<file path="src/rtl/mem_port_arbiter.sv">
// Arbitrates the single-port unified memory between instruction fetch and the load/store path.
// Each access holds mem_en for WAIT_CYCLES+1 cycles and finishes with a one-cycle valid pulse.
module mem_port_arbiter #(
  parameter int ADDR_W      = 32,
  parameter int DATA_W      = 32,
  parameter int WAIT_CYCLES = 2
) (
  input  logic              clk,
  input  logic              rst,
  input  logic              if_req,
  input  logic [ADDR_W-1:0] if_addr,
  output logic [DATA_W-1:0] if_rdata,
  output logic              if_valid,
  output logic              pc_hold,
  input  logic              ls_req,
  input  logic              ls_we,
  input  logic              ls_byte,
  input  logic [ADDR_W-1:0] ls_addr,
  input  logic [DATA_W-1:0] ls_wdata,
  output logic [DATA_W-1:0] ls_rdata,
  output logic              ls_valid,
  output logic              mem_en,
  output logic              mem_we,
  output logic              mem_byte,
  output logic [ADDR_W-1:0] mem_addr,
  output logic [DATA_W-1:0] mem_wdata,
  input  logic [DATA_W-1:0] mem_rdata
);

  typedef enum logic [1:0] {IDLE = 2'd0, FETCH = 2'd1, DATA = 2'd2} state_t;

  localparam logic [3:0] WAIT_LAST = 4'(WAIT_CYCLES);

  state_t            state_r, state_s;
  logic [3:0]        cnt_r, cnt_s;
  logic              last_gnt_r, last_gnt_s;   // 1 = last grant went to DATA
  logic              mem_en_r, mem_en_s;
  logic              mem_we_r, mem_we_s;
  logic              mem_byte_r, mem_byte_s;
  logic [ADDR_W-1:0] mem_addr_r, mem_addr_s;
  logic [DATA_W-1:0] mem_wdata_r, mem_wdata_s;
  logic [DATA_W-1:0] if_rdata_r, if_rdata_s;
  logic [DATA_W-1:0] ls_rdata_r, ls_rdata_s;
  logic              if_valid_r, if_valid_s;
  logic              ls_valid_r, ls_valid_s;

  // Next-state, grant and completion logic
  always_comb begin
    state_s     = state_r;
    cnt_s       = cnt_r;
    last_gnt_s  = last_gnt_r;
    mem_en_s    = mem_en_r;
    mem_we_s    = mem_we_r;
    mem_byte_s  = mem_byte_r;
    mem_addr_s  = mem_addr_r;
    mem_wdata_s = mem_wdata_r;
    if_rdata_s  = if_rdata_r;
    ls_rdata_s  = ls_rdata_r;
    if_valid_s  = 1'b0;
    ls_valid_s  = 1'b0;
    case (state_r)
      IDLE: begin
        // Data wins a tie unless it was served last, so neither side starves
        if (ls_req && (!if_req || !last_gnt_r)) begin
          state_s     = DATA;
          cnt_s       = 4'd0;
          last_gnt_s  = 1'b1;
          mem_en_s    = 1'b1;
          mem_we_s    = ls_we;
          mem_byte_s  = ls_byte;
          mem_addr_s  = ls_addr;
          mem_wdata_s = ls_wdata;
        end else if (if_req) begin
          state_s    = FETCH;
          cnt_s      = 4'd0;
          last_gnt_s = 1'b0;
          mem_en_s   = 1'b1;
          mem_we_s   = 1'b0;
          mem_byte_s = 1'b0;
          mem_addr_s = if_addr;
        end else begin
          state_s = IDLE;
        end
      end
      FETCH, DATA: begin
        if (cnt_r == WAIT_LAST) begin
          state_s  = IDLE;
          cnt_s    = 4'd0;
          mem_en_s = 1'b0;
          mem_we_s = 1'b0;
          if (state_r == FETCH) begin
            if_rdata_s = mem_rdata;
            if_valid_s = 1'b1;
          end else begin
            ls_valid_s = 1'b1;
            if (mem_we_r) begin
              ls_rdata_s = ls_rdata_r;
            end else if (mem_byte_r) begin
              ls_rdata_s = {{(DATA_W-8){1'b0}}, mem_rdata[7:0]};
            end else begin
              ls_rdata_s = mem_rdata;
            end
          end
        end else begin
          cnt_s = cnt_r + 4'd1;
        end
      end
      default: begin
        state_s  = IDLE;
        cnt_s    = 4'd0;
        mem_en_s = 1'b0;
        mem_we_s = 1'b0;
      end
    endcase
  end

  // State and registered-output update with asynchronous abort on reset
  always_ff @(posedge clk or posedge rst) begin
    if (rst) begin
      state_r     <= IDLE;
      cnt_r       <= 4'd0;
      last_gnt_r  <= 1'b0;
      mem_en_r    <= 1'b0;
      mem_we_r    <= 1'b0;
      mem_byte_r  <= 1'b0;
      mem_addr_r  <= {ADDR_W{1'b0}};
      mem_wdata_r <= {DATA_W{1'b0}};
      if_rdata_r  <= {DATA_W{1'b0}};
      ls_rdata_r  <= {DATA_W{1'b0}};
      if_valid_r  <= 1'b0;
      ls_valid_r  <= 1'b0;
    end else begin
      state_r     <= state_s;
      cnt_r       <= cnt_s;
      last_gnt_r  <= last_gnt_s;
      mem_en_r    <= mem_en_s;
      mem_we_r    <= mem_we_s;
      mem_byte_r  <= mem_byte_s;
      mem_addr_r  <= mem_addr_s;
      mem_wdata_r <= mem_wdata_s;
      if_rdata_r  <= if_rdata_s;
      ls_rdata_r  <= ls_rdata_s;
      if_valid_r  <= if_valid_s;
      ls_valid_r  <= ls_valid_s;
    end
  end

  assign mem_en    = mem_en_r;
  assign mem_we    = mem_we_r;
  assign mem_byte  = mem_byte_r;
  assign mem_addr  = mem_addr_r;
  assign mem_wdata = mem_wdata_r;
  assign if_rdata  = if_rdata_r;
  assign ls_rdata  = ls_rdata_r;
  assign if_valid  = if_valid_r;
  assign ls_valid  = ls_valid_r;
  assign pc_hold   = if_req & ~if_valid_r;

endmodule

</file>
<file path="config.mk">
export PLATFORM = sky130hd
export DESIGN_NAME = mem_port_arbiter
export DESIGN_NICKNAME = d
export VERILOG_FILES = /design/src/rtl/mem_port_arbiter.sv
export SDC_FILE = /design/constraint.sdc
export NUM_CORES = 1
export LEC_CHECK = 0
export ABC_AREA = 1
export CELL_PAD_IN_SITES_DETAIL_PLACEMENT = 0
export CELL_PAD_IN_SITES_GLOBAL_PLACEMENT = 2
export CORE_AREA = 2 2 118 166
export DETAILED_ROUTE_END_ITERATION = 8
export DIE_AREA = 0 0 120 168
export DONT_BUFFER_PORTS = 1
export PLACE_DENSITY = 0.76
export SLEW_MARGIN = 20
export SYNTH_ARGS = -nofsm -noshare
export SYNTH_HDL_FRONTEND = slang
export SYNTH_SLANG_ARGS = --single-unit
</file>
<file path="constraint.sdc">
create_clock -name clk -period 5.3 [get_ports clk]
set_input_delay 1.06 -clock clk [delete_from_list [all_inputs] [get_ports clk]]
set_output_delay 1.06 -clock clk [all_outputs]
set_load 0.02 [all_outputs]
</file>
==> flow_summary.toml <==
[yosys]
synth-seq-area-share = 0.5616
synth-warning-count = 0
yosys.cell_types.count = 22
post_synth_inst_count = 756
synthesis.area_per_instance_sq_um = 8.252
synth_fp_nets = 894
synth_seq_cells = 140
syn_area_sq_um = 6238

[clock_tree]
clkSinkCount = 140
clock_latency_ns = 0.42
cts_repair_resize_count = 0
cts_tree = "built"
cts_hold_buf = 0
clock_tree.htree_level_count = 4
largest_buffer_count_on_any_clock_path = 2
clk_pin_slew_worst_paths_ns = 0.06
clock_tree.root_cell = "sky130_fd_sc_hd__clkbuf_16"
cts_inserted_buffers = 17
post-cts-setup-buffer-count = 0

[critical_path]
crit_path_end_kind = "register"
timing.critical_path.cells = "nand2_2, nand3_2, inv_2, nand2_1, nand2_1"
worst_setup_path_start_kind = "input port"
crit_arrival_ns = 3.26
req_time_crit_path_ns = 5.66
timing.critical_path.max_delay_family = "simple AND/OR/NAND/NOR gates"
slowest_stage = "sky130_fd_sc_hd__nand3_2"
timing.critical_path.mode_cell = "sky130_fd_sc_hd__nand2_1"
worstSetupPathType = "in -> reg"
path_buf_inv = 1
critical_path.max_fanout = 35
max_stage_delay_ns = 0.75

[timing]
final_min_period_over_clock_period = 0.5484
fmax_ghz = 0.3441
finalCriticalPeriod_ns = 2.907
post_route_setup_tns_ns = 0
final_hold_viol_count = 0
timing.final.max_slew_violations = 0
finClkSkew_ns = 0.006570
slew_worst_pin_ns = 0.9269
unrepaired_setup_endpoints_after_global_routing = "false"
count_of_endpoints_failing_setup_in_the_final_report = 0
relSlewSlack = 0.3821

[final_layout]
final_util = 0.3717
final_nets = 874
num_antenna_cells = 0
fillers = 1970
regArea_sq_um = 3505
multiInputGateArea_sq_um = 2245
layout-drive-gt1-share = 0.07076
area_growth_syn_to_layout_pct = 12.27
final_common_cell = "sky130_fd_sc_hd__nand2_1"
mostFrequentLayoutCells = "sky130_fd_sc_hd__nand2_1 (296), sky130_fd_sc_hd__dfrtp_1 (139), sky130_fd_sc_hd__inv_1 (65)"

[min_path]
holdCritPathClass = "reg -> reg"

[floorplan]
die_width_um = 120
io_pins = 268
floorplan.core_area_sq_um = 18840
initial_core_util = 0.3311
floorplan.die.height_um = 168
design.die.area_sq_um = 20160
std_cell_rows = 60

[drt]
routed-via-count = 4811
routed_wire_length_per_instance_um = 17.24
drt_iter0_markers = 262
aggregate_routed_wire_length_mm = 17.19
antenna_left = 0
drt-pass1-iter-count = 4
post_drt_via_cell_ratio = 4.825
drc = 0

[power]
cellPowerDensity_nw_per_um2 = 704.0
cellLeakagePower_nw = 3.640
worst_ir_drop_vdd_uv = 274.1

[placement]
port_buffers = 0
gp_congestion = 0.8123
place_hpwl_mm = 11.70

[global_routing]
number_of_antenna_violations_at_the_first_check_in_global_routing = 0
maximum_number_of_pins_on_one_net_before_global_route_repair = 101
grt_first_pass_wirelength_mm = 27.22
gr-usage-all-layers = 0.1727
vias_in_the_first_global_route = 4939
globalRouteOverflowTotal = 0

[job]
max_cap_violations = 0

[status]
status = "completed"
==> cell families (layout without fill, tap and decap cells) <==
group	count (synthesis)	in the layout	share of synthesized area
simple gates	434	434	0.2966
flops	140	140	0.5616
buf+inv	115	108	0.08022
compound gates	63	63	0.05355
fa+ha+maj	4	4	0.008023
==> power by group <==
part           switching [W]  internal (W)  total (W)
Sequential           0.00107       0.00157    0.00265
Combinational       0.000675      0.000336    0.00101
Clock               0.000471      0.000803    0.00127
==> through the flow <==
step	area, sq um	hold slack (ns)	instances	setup WS (ns)	total power [W]
2_1_floorplan	6238	0.4697	756	0.4871	0.003329
3_3_place_gp	6369	0.4956	965	2.086	0.003644
3_5_place_dp	6369	0.5254	965	1.962	0.003698
4_1_cts	7000	0.5421	997	2.420	0.005001
5_1_grt	7004	0.5594	997	2.108	0.005261
6_report	7004	0.5407	997	2.393	0.004931
==> final timing paths <==
path,from,endpoint,slack [ns],depth (start not counted)
max,if_req,mem_wdata[12],2.39,5
min,last_gnt_r,last_gnt_r,0.54,2
max reg2reg,last_gnt_r,mem_wdata[12],2.59,5
min reg2reg,last_gnt_r,last_gnt_r,0.54,2
max in group asynchronous,rst,if_rdata[1],3.55,2
min in group asynchronous,rst,mem_wdata[22],0.69,1
==> worst register-to-register path, cell delays in order (launching register included) <==
cell,delay (ns)
sky130_fd_sc_hd__dfrtp_1,0.41
sky130_fd_sc_hd__nand2_2,0.54
sky130_fd_sc_hd__nand3_2,0.76
sky130_fd_sc_hd__inv_2,0.73
sky130_fd_sc_hd__nand2_1,0.13
sky130_fd_sc_hd__nand2_1,0.09
==> registers in the layout, indices dropped and copies added (netlist names) <==
name / flops
state_r: 2
if_rdata: 32
mem_en: 1
mem_wdata: 32
mem_byte: 1
mem_we: 1
if_valid: 1
mem_addr: 32
ls_rdata: 32
cnt_r: 4
last_gnt_r: 1
ls_valid: 1
==> layout make-up <==
class                           count  area share
Clock buffer                       19     0.06324
Sequential cell                   140      0.5004
Multi-Input combinational cell    501      0.3205
Clock inverter                     13     0.02697
Tap cell                          248     0.04430
Timing Repair Buffer                6    0.006431
Inverter                           70     0.03823
==> synthesized netlist by cell type, drive strengths merged <==
master  number  area (sq um)
nand3b      32         240.2
a21oi       36         183.9
nand3        5         30.03
ha           4         50.05
buf         29         177.7
nand4       33         206.5
clkbuf      16         60.06
dfrtp      140          3503
o21ai       27         150.1
inv         70         262.8
nand2      299          1127
nor2        65         246.5
==> metal layers <==
metal  track usage  vias to the layer above  part of all wire
li1              -                     2320                 -
met1        0.1994                     2285              0.40
met2        0.2925                      182              0.50
met3       0.06064                       24             0.079
met4       0.06650                        0             0.021
met5             0                        -                 0
(Power assumes the default switching activity.)
